## src/rtl/mem_arbiter.sv

```systemverilog
// rtl/mem_arbiter.sv - three-port arbiter sharing the ternary RAM between loader, CPU and debug
// Optional feature macro: MEM_ARB_STATS_EN (adds saturating grant/stall counters).
// Ports:
//   clock, reset          : clock, synchronous active-low reset
//   ld_/cpu_/dbg_ req/we/addr/wdata : per-requester access request
//   ld_lock               : loader asks for exclusive ownership
//   *_gnt                 : combinational grant, one-hot or none
//   *_rvalid, rdata       : read return one cycle after a read grant
//   addr_err              : pulse one cycle after a grant with an illegal address
//   mem_*                 : RAM side (mem_read_data valid one cycle after mem_read)
//   locked                : high while the loader owns the RAM
//   ld/cpu/dbg_grants, cpu/dbg_stalls : counters, only with MEM_ARB_STATS_EN
module mem_arbiter #(
  parameter int WORD_SIZE     = 9,
  parameter int MEM_ADDR_SIZE = 9
) (
  input  logic                       clock,
  input  logic                       reset,
  input  logic                       ld_req,
  input  logic                       cpu_req,
  input  logic                       dbg_req,
  input  logic                       ld_we,
  input  logic                       cpu_we,
  input  logic                       dbg_we,
  input  logic [2*MEM_ADDR_SIZE-1:0] ld_addr,
  input  logic [2*MEM_ADDR_SIZE-1:0] cpu_addr,
  input  logic [2*MEM_ADDR_SIZE-1:0] dbg_addr,
  input  logic [2*WORD_SIZE-1:0]     ld_wdata,
  input  logic [2*WORD_SIZE-1:0]     cpu_wdata,
  input  logic [2*WORD_SIZE-1:0]     dbg_wdata,
  input  logic                       ld_lock,
  output logic                       ld_gnt,
  output logic                       cpu_gnt,
  output logic                       dbg_gnt,
  output logic                       ld_rvalid,
  output logic                       cpu_rvalid,
  output logic                       dbg_rvalid,
  output logic [2*WORD_SIZE-1:0]     rdata,
  output logic                       addr_err,
  output logic [2*MEM_ADDR_SIZE-1:0] mem_address,
  output logic [2*WORD_SIZE-1:0]     mem_write_data,
  output logic                       mem_write,
  output logic                       mem_read,
  input  logic [2*WORD_SIZE-1:0]     mem_read_data,
  output logic                       locked
`ifdef MEM_ARB_STATS_EN
  ,
  output logic [15:0]                ld_grants,
  output logic [15:0]                cpu_grants,
  output logic [15:0]                dbg_grants,
  output logic [15:0]                cpu_stalls,
  output logic [15:0]                dbg_stalls
`endif
);

  localparam int AW = 2 * MEM_ADDR_SIZE;
  localparam int DW = 2 * WORD_SIZE;

  typedef enum logic {ARB, LOCK} state_t;
  localparam logic [1:0] OWN_NONE = 2'd0, OWN_L = 2'd1, OWN_C = 2'd2, OWN_D = 2'd3;
  localparam logic RR_C = 1'b0, RR_D = 1'b1;

  state_t          state, state_next;
  logic            rr;
  logic [1:0]      owner;
  logic            rd_zero;

  logic            any_gnt;
  logic            sel_we;
  logic [AW-1:0]   sel_addr;
  logic [DW-1:0]   sel_wdata;
  logic [1:0]      sel_owner;
  logic            bad_addr;
  logic            serve_locked;

  // A trit is encoded in two bits; 2'b11 is not a valid trit.
  function automatic logic addr_illegal(input logic [AW-1:0] a);
    for (int i = 0; i < MEM_ADDR_SIZE; i++) begin
      if (a[2*i +: 2] == 2'b11) return 1'b1;
    end
    return 1'b0;
  endfunction

  // Loader keeps exclusive service only while it still holds ld_lock; the
  // cycle ld_lock drops is already arbitrated normally.
  assign serve_locked = (state == LOCK) && ld_lock;
  assign locked       = (state == LOCK);

  always_ff @(posedge clock) begin
    if (!reset) state <= ARB;
    else        state <= state_next;
  end

  always_comb begin
    state_next = state;
    case (state)
      ARB:     if (ld_gnt && ld_lock) state_next = LOCK;
      LOCK:    if (!ld_lock)          state_next = ARB;
      default: state_next = ARB;
    endcase
  end

  always_comb begin
    ld_gnt  = 1'b0;
    cpu_gnt = 1'b0;
    dbg_gnt = 1'b0;
    if (reset) begin
      if (ld_req) begin
        ld_gnt = 1'b1;
      end else if (!serve_locked) begin
        if (cpu_req && (!dbg_req || rr == RR_C)) cpu_gnt = 1'b1;
        else if (dbg_req)                        dbg_gnt = 1'b1;
      end
    end
  end

  always_comb begin
    any_gnt   = ld_gnt | cpu_gnt | dbg_gnt;
    sel_we    = 1'b0;
    sel_addr  = '0;
    sel_wdata = '0;
    sel_owner = OWN_NONE;
    if (ld_gnt) begin
      sel_we = ld_we;  sel_addr = ld_addr;  sel_wdata = ld_wdata;  sel_owner = OWN_L;
    end else if (cpu_gnt) begin
      sel_we = cpu_we; sel_addr = cpu_addr; sel_wdata = cpu_wdata; sel_owner = OWN_C;
    end else if (dbg_gnt) begin
      sel_we = dbg_we; sel_addr = dbg_addr; sel_wdata = dbg_wdata; sel_owner = OWN_D;
    end
    bad_addr = any_gnt && addr_illegal(sel_addr);
  end

  assign mem_address    = sel_addr;
  assign mem_write_data = sel_wdata;
  assign mem_write      = any_gnt &&  sel_we && !bad_addr;
  assign mem_read       = any_gnt && !sel_we && !bad_addr;

  // Illegal reads never reach RAM, so their return is forced to zero
  // instead of exposing whatever mem_read_data last held.
  always_ff @(posedge clock) begin
    if (!reset) begin
      rr       <= RR_C;
      owner    <= OWN_NONE;
      rd_zero  <= 1'b0;
      addr_err <= 1'b0;
    end else begin
      if (cpu_gnt)      rr <= RR_D;
      else if (dbg_gnt) rr <= RR_C;
      owner    <= (any_gnt && !sel_we) ? sel_owner : OWN_NONE;
      rd_zero  <= any_gnt && !sel_we && bad_addr;
      addr_err <= bad_addr;
    end
  end

  assign ld_rvalid  = (owner == OWN_L);
  assign cpu_rvalid = (owner == OWN_C);
  assign dbg_rvalid = (owner == OWN_D);
  assign rdata      = rd_zero ? '0 : mem_read_data;

`ifdef MEM_ARB_STATS_EN
  always_ff @(posedge clock) begin
    if (!reset) begin
      ld_grants  <= '0;
      cpu_grants <= '0;
      dbg_grants <= '0;
      cpu_stalls <= '0;
      dbg_stalls <= '0;
    end else begin
      if (ld_gnt  && ld_grants  != 16'hFFFF) ld_grants  <= ld_grants  + 16'd1;
      if (cpu_gnt && cpu_grants != 16'hFFFF) cpu_grants <= cpu_grants + 16'd1;
      if (dbg_gnt && dbg_grants != 16'hFFFF) dbg_grants <= dbg_grants + 16'd1;
      if (cpu_req && !cpu_gnt && cpu_stalls != 16'hFFFF) cpu_stalls <= cpu_stalls + 16'd1;
      if (dbg_req && !dbg_gnt && dbg_stalls != 16'hFFFF) dbg_stalls <= dbg_stalls + 16'd1;
    end
  end
`endif

endmodule

```

## config.mk

```make
export PLATFORM = sky130hd
export DESIGN_NAME = mem_arbiter
export DESIGN_NICKNAME = d
export VERILOG_FILES = /design/src/rtl/mem_arbiter.sv
export SDC_FILE = /design/constraint.sdc
export NUM_CORES = 1
export LEC_CHECK = 0
export BUFFER_PORTS_ARGS = -buffer_cell sky130_fd_sc_hd__buf_2
export CORE_AREA = 2 2 77 79
export DETAILED_ROUTE_END_ITERATION = 6
export DIE_AREA = 0 0 79 81
export GPL_TIMING_DRIVEN = 0
export PLACE_DENSITY_LB_ADDON = 0.3
export SLEW_MARGIN = 10
export SYNTH_ARGS = -nofsm -noshare
export SYNTH_HDL_FRONTEND = slang
export SYNTH_SLANG_ARGS = --single-unit
```

## constraint.sdc

```tcl
create_clock -name clock -period 4.1 [get_ports clock]
set_input_delay 0.41 -clock clock [delete_from_list [all_inputs] [get_ports clock]]
set_output_delay 0.41 -clock clock [all_outputs]
set_load 0.1 [all_outputs]
```

==> flow_summary.json, run 1 <==
{
  "syn2layout_area_growth_pct": 89.0,
  "rsz0062_at_grt": "no",
  "wl_per_cell_microns": 13.7,
  "netlist_instances": 189,
  "rr_worst_depth": 7,
  "max-slew-margin-rel_pct": 60.1,
  "cts_sinks": 6,
  "critPathMaxStageDelay_ns": 0.60,
  "cp.depth": 7,
  "combPwrFrac_pct": 79.1,
  "fin_crit_sh_pct": 73.7,
  "routabilityCongestion": 0.888,
  "chipHeight_microns": 81,
  "post_drt_via_cell_ratio": 4.99,
  "max_freq_mhz": 331,
  "crit_buf_inv": 2,
  "syn-mean-instance-area_sq_um": 6.73,
  "netlist_area_sq_um": 1270,
  "worstHoldPathType": "input port to flip-flop",
  "cts-resized-gates": 0,
  "power_switching_uw": 501,
  "drtPass1Iterations": 5,
  "syn_nets": 324,
  "path_delay_family": "compound AO/OA/AOI/OAI gates",
  "die_area_sq_um": 6400,
  "grt.overflow.total": 0,
  "io_buffers": 198,
  "floorplan.initialDensity_pct": 22.4,
  "p_leak_uw": 0.00143,
  "core_sq_um": 5680,
  "crit_chain": "nand2_1, clkbuf_1, and3_1, a222oi_1, o31ai_1, nor2_2, buf_2",
  "synth_top_area_share_pct": 15.7,
  "required_ns": 3.69,
  "ys_warn_count": 0,
  "timing.critical_path.arrival_ns": 2.61,
  "drive_gt1_share_pct": 56.4,
  "hold_viol": 0,
  "crit_path_end_kind": "output port",
  "worst_path_max_delay_cell": "a222oi_1",
  "top_layer_used": "met4",
  "nets": 527,
  "wl_mm": 6.39,
  "grt_use_total_pct": 17.5,
  "cts_buffers": 3,
  "clkLatencyLatePin_ns": 0.22,
  "ctsHoldBuffers": 0,
  "synth_top_area_cell": "a222oi_1",
  "synth_edf_count": 0,
  "p_sw_share_pct": 66.6,
  "grt_pass1_wl_mm": 9.03,
  "critPathKind": "flip-flop to output port",
  "cts.clk_slew.worst_paths_ns": 0.04,
  "async_flop_share_pct": 0,
  "final-setup-viol-count": 0,
  "grt_pass1_vias": 1914,
  "p_seq_share_pct": 9.1,
  "ir_drop_uv": 173,
  "synth_flop_cell": "dfxtp_1",
  "power.density_nw_per_um2": 314,
  "vias": 2320,
  "htreeDepth": 1,
  "final_cells": 465,
  "rr_endpoint": "rd_zero",
  "internal_power_uw": 252,
  "antenna_found_initial": 0,
  "ys_seq_elements": 6,
  "die_x_microns": 79,
  "grt_max_degree": 11,
  "critPathLaunch": "locked",
  "cts-root-buf": "clkbuf_8",
  "io_pins": 199,
  "power.share.clock_pct": 11.8,
  "cts_tree": "done",
  "post_cts_buffers": 0,
  "diodes": 0,
  "yosysMostFrequentCell": "inv_1",
  "r2r_setup_slack_ns": 1.95,
  "drc": 0,
  "wl_met2_mm": 3.17,
  "synth.area.top_cells": "a222oi_1 (16%), nor2b_1 (10%), dfxtp_1 (9.4%)",
  "fin_crit_ns": 3.02,
  "cp-start-kind": "flip-flop",
  "antenna_left": 0,
  "drt_iter0_drc": 155,
  "rows": 28,
  "maxCapViolCount": 0,
  "maxSlewViolCount": 0,
  "synthTopCellsByCount": "inv_1 (22), nor2b_1 (21), a222oi_1 (20), nand2_1 (20), o21ai_0 (14)",
  "crit_fanout": 10,
  "cts_buffer_depth": 2,
  "tightest_slew_ns": 0.599,
  "endpoint": "mem_read",
  "status": "completed",
  "ys_types": 41,
  "ys_seq_area_share_pct": 9.45,
  "r2r_start": "locked",
  "tns_ns": 0,
  "finClkSkew_ns": 0.00644,
  "numPlacedInstances": 462,
  "wl_met3_microns": 667,
  "dp_hpwl_mm": 5.41,
  "m1WireLength_mm": 2.45
}
## per-layer routing
metal  GRT usage [%]  up-vias
met3            4.78        8
met4            4.83        0
met1            19.4     1030
met5               0        -
met2            32.7      132
li1                -     1150
## state kept, by name (all words and copies together), names as in the netlist
register  flops
owner         2
rd_zero       1
addr_err      1
locked        1
rr            1
## cell families after synthesis
kind of cell	share of synthesized area, %
AOI/OAI and AO/OA	50.3
buffers and inverters	13.0
DFF	9.45
and+or+nand+nor	27.3
## cell usage in the layout (no fill, tap or decap), types with 3 or more instances in the layout
cell type,netlist,layout
buf_2,3,201
inv_1,22,22
nor2b_1,21,21
nand2_1,20,20
a222oi_1,20,20
a32oi_1,12,12
o21ai_0,14,12
a22oi_1,7,7
clkbuf_1,6,6
a21oi_1,6,6
dfxtp_1,6,6
nand4_1,5,5
buf_1,5,5
nand3_1,5,5
o21ai_1,1,3
o21a_1,3,3
clkbuf_8,0,3
## power groups by stage
stage               Sequential [uW]  Combinational [uW]  Clock (uW)
global route                   69.0                 621        95.7
detailed placement             69.5                 594           0
floorplan                      84.9                 444           0
CTS                            68.5                 595        92.4
finish                         68.4                 596        89.2
global placement               69.0                 592           0
## metrics by stage
step / hold slack, ns / power [uW] / util [%] / area [sq um] / setup slack [ns]
finish: 0.430 / 753 / 42.3 / 2400 / 1.08
global route: 0.431 / 786 / 42.3 / 2400 / 0.860
CTS: 0.424 / 756 / 42.3 / 2400 / 1.06
detailed placement: 0.518 / 664 / 41.6 / 2360 / 1.15
global placement: 0.502 / 661 / 41.6 / 2360 / 1.18
floorplan: 0.543 / 529 / - / 1280 / 0.0594
## worst min-delay path by stage
stage               slack [ns]  endpoint  cells past startpoint     from
global route              0.43    locked                      2  ld_lock
global placement          0.50    locked                      1   locked
detailed placement        0.52    locked                      1   locked
finish                    0.43    locked                      2  ld_lock
floorplan                 0.54    locked                      1  ld_lock
CTS                       0.42    locked                      2  ld_lock
## area by class of cell
class                      count  area (sq um)
tap                           75          93.8
clock buffer                   3          41.3
inverter                      24          90.1
buffer                        16          75.1
fill                         625          3270
timing repair buffer         198           991
sequential                     6           120
multi-input combinational    143           991
No activity file was read; power rests on OpenSTA's default activity.
==> run 2, diff against run 1 <==
--- a/config.mk
+++ b/config.mk
@@ -6,9 +6,9 @@
 export NUM_CORES = 1
 export LEC_CHECK = 0
 export BUFFER_PORTS_ARGS = -buffer_cell sky130_fd_sc_hd__buf_2
-export CORE_AREA = 2 2 77 79
+export CORE_AREA = 2 2 78 80
 export DETAILED_ROUTE_END_ITERATION = 6
-export DIE_AREA = 0 0 79 81
+export DIE_AREA = 0 0 80 82
 export GPL_TIMING_DRIVEN = 0
 export PLACE_DENSITY_LB_ADDON = 0.3
 export SLEW_MARGIN = 10
==> constraint.sdc (replaced) <==
create_clock -name clock -period 2.74 [get_ports clock]
set_input_delay 0.274 -clock clock [delete_from_list [all_inputs] [get_ports clock]]
set_output_delay 0.274 -clock clock [all_outputs]
set_load 0.1 [all_outputs]
==> flow_summary.json, run 2 (synthesis results as in run 1) <==
{
  "power.density_nw_per_um2": 458,
  "filler_cell_count": 606,
  "pre_cts_ws_ns": -0.0994,
  "grt.overflow.total": 0,
  "max_freq_mhz": 379,
  "cts_buffer_depth": 2,
  "cp-start-kind": "flip-flop",
  "routabilityCongestion": 0.881,
  "final_common_cell": "buf_2",
  "cts_tree": "done",
  "antenna_found_initial": 0,
  "wl_per_cell_microns": 14.0,
  "io_pins": 199,
  "crit_chain": "nand2_1, clkbuf_2, a41oi_2, o21ai_1, a222oi_1, o2111ai_2, nor2_4, buf_6",
  "syn2layout_area_growth_pct": 102,
  "cts_sinks": 6,
  "io_buffers": 198,
  "final_cell_mix": "buf_2 (181), nor2b_1 (21), nand2_1 (20), a222oi_1 (20), clkbuf_4 (18)",
  "worstHoldPathType": "input port to flip-flop",
  "maxCapViolCount": 0,
  "drc": 7,
  "cts.clk_slew.worst_paths_ns": 0.04,
  "tightest_slew_ns": 0.506,
  "ir_drop_uv": 276,
  "die_area_sq_um": 6560,
  "path_delay_family": "compound AO/OA/AOI/OAI gates",
  "power_uw": 1170,
  "grt_pass1_wl_mm": 9.13,
  "crit_fanout": 10,
  "clkLatencyLatePin_ns": 0.23,
  "antenna_left": 0,
  "rsz0062_at_grt": "no",
  "grt_pass1_vias": 2057,
  "status": "complete, but fails checks",
  "max-slew-margin-rel_pct": 66.0,
  "htreeDepth": 1,
  "maxSlewViolCount": 0,
  "fin_crit_ns": 2.64,
  "critPathKind": "flip-flop to output port",
  "timing.critical_path.arrival_ns": 2.36,
  "whs_ns": 0.283,
  "post_drt_via_cell_ratio": 5.04,
  "largest_register": "owner",
  "diodes": 0,
  "dp_hpwl_mm": 5.48,
  "core_sq_um": 5750,
  "required_ns": 2.47,
  "crit_buf_inv": 2,
  "critPathMaxStageDelay_ns": 0.41,
  "regArea_sq_um": 124,
  "nets": 529,
  "drt_iter0_drc": 153,
  "final-setup-viol-count": 0,
  "fin_crit_sh_pct": 96.2,
  "finClkSkew_ns": 0.0120,
  "failed_checks": "DRC",
  "p_leak_uw": 0.00145,
  "rows": 28,
  "grt_use_total_pct": 17.3,
  "worst_slack_ns": 0.104,
  "largest_register_ffs": 2,
  "die_x_microns": 80,
  "multi_input_comb_area_sq_um": 1050,
  "drive_gt1_share_pct": 61.6,
  "hold_viol": 0,
  "wl_mm": 6.55,
  "grt_max_degree": 11,
  "vias": 2359,
  "crit_path_end_kind": "output port",
  "cts_buffers": 3,
  "worst_path_max_delay_cell": "a222oi_1",
  "cts-root-buf": "clkbuf_8",
  "floorplan.initialDensity_pct": 22.1,
  "chipHeight_microns": 82,
  "drtPass1Iterations": 7
}
-- run 2: routing by layer --
layer	vias to the layer above	track usage, %	routed length [microns]
met5	-	0	0
met4	0	6.10	112
met3	10	3.85	584
met2	124	30.1	3240
met1	1074	21.0	2620
li1	1151	-	-
-- run 2: area by class of cell --
cell class,count,area share [%]
Tap cell,75,3.66
Multi-Input combinational cell,143,41.1
Clock buffer,4,1.76
Buffer,16,3.61
Inverter,24,3.52
Sequential cell,6,4.83
Timing Repair Buffer,200,41.5
-- run 2: worst reg2reg max path, cell delays in order, from the launching register on --
cell	delay, ns
dfxtp_4	0.34
nand2_1	0.07
clkbuf_2	0.20
a41oi_2	0.28
o21ai_1	0.13
a222oi_1	0.41
o2111ai_2	0.30
buf_4	0.23
nor2b_1	0.12
-- run 2: timing repair --
item,in CTS,in global routing
resized for setup,5,24
setup buffers,2,0
pin swaps,2,1
endpoints found under the setup margin,2,20
hold buffers,0,0
-- run 2: where the power goes --
part	internal (uW)	total, uW	switching (uW)
combinational	212	931	720
clock	100	140	40.0
sequential	95.3	102	6.32
-- run 2: final timing paths --
check	from	endpoint	slack, ns	cells past startpoint
max reg2reg	locked	rd_zero	0.54	8
max	locked	mem_write	0.10	8
min reg2reg	locked	locked	0.51	1
min	ld_lock	locked	0.28	2
-- run 2: per-stage QoR --
step           cell area [sq um]  setup TNS, ns  util (%)  instances
3_5_place_dp                2420         -0.133      42.1        462
2_1_floorplan               1330          -2.02         -        189
4_1_cts                     2490              0      43.4        468
3_3_place_gp                2420         -0.130      42.1        462
5_1_grt                     2560              0      44.6        468
6_report                    2560              0      44.6        468
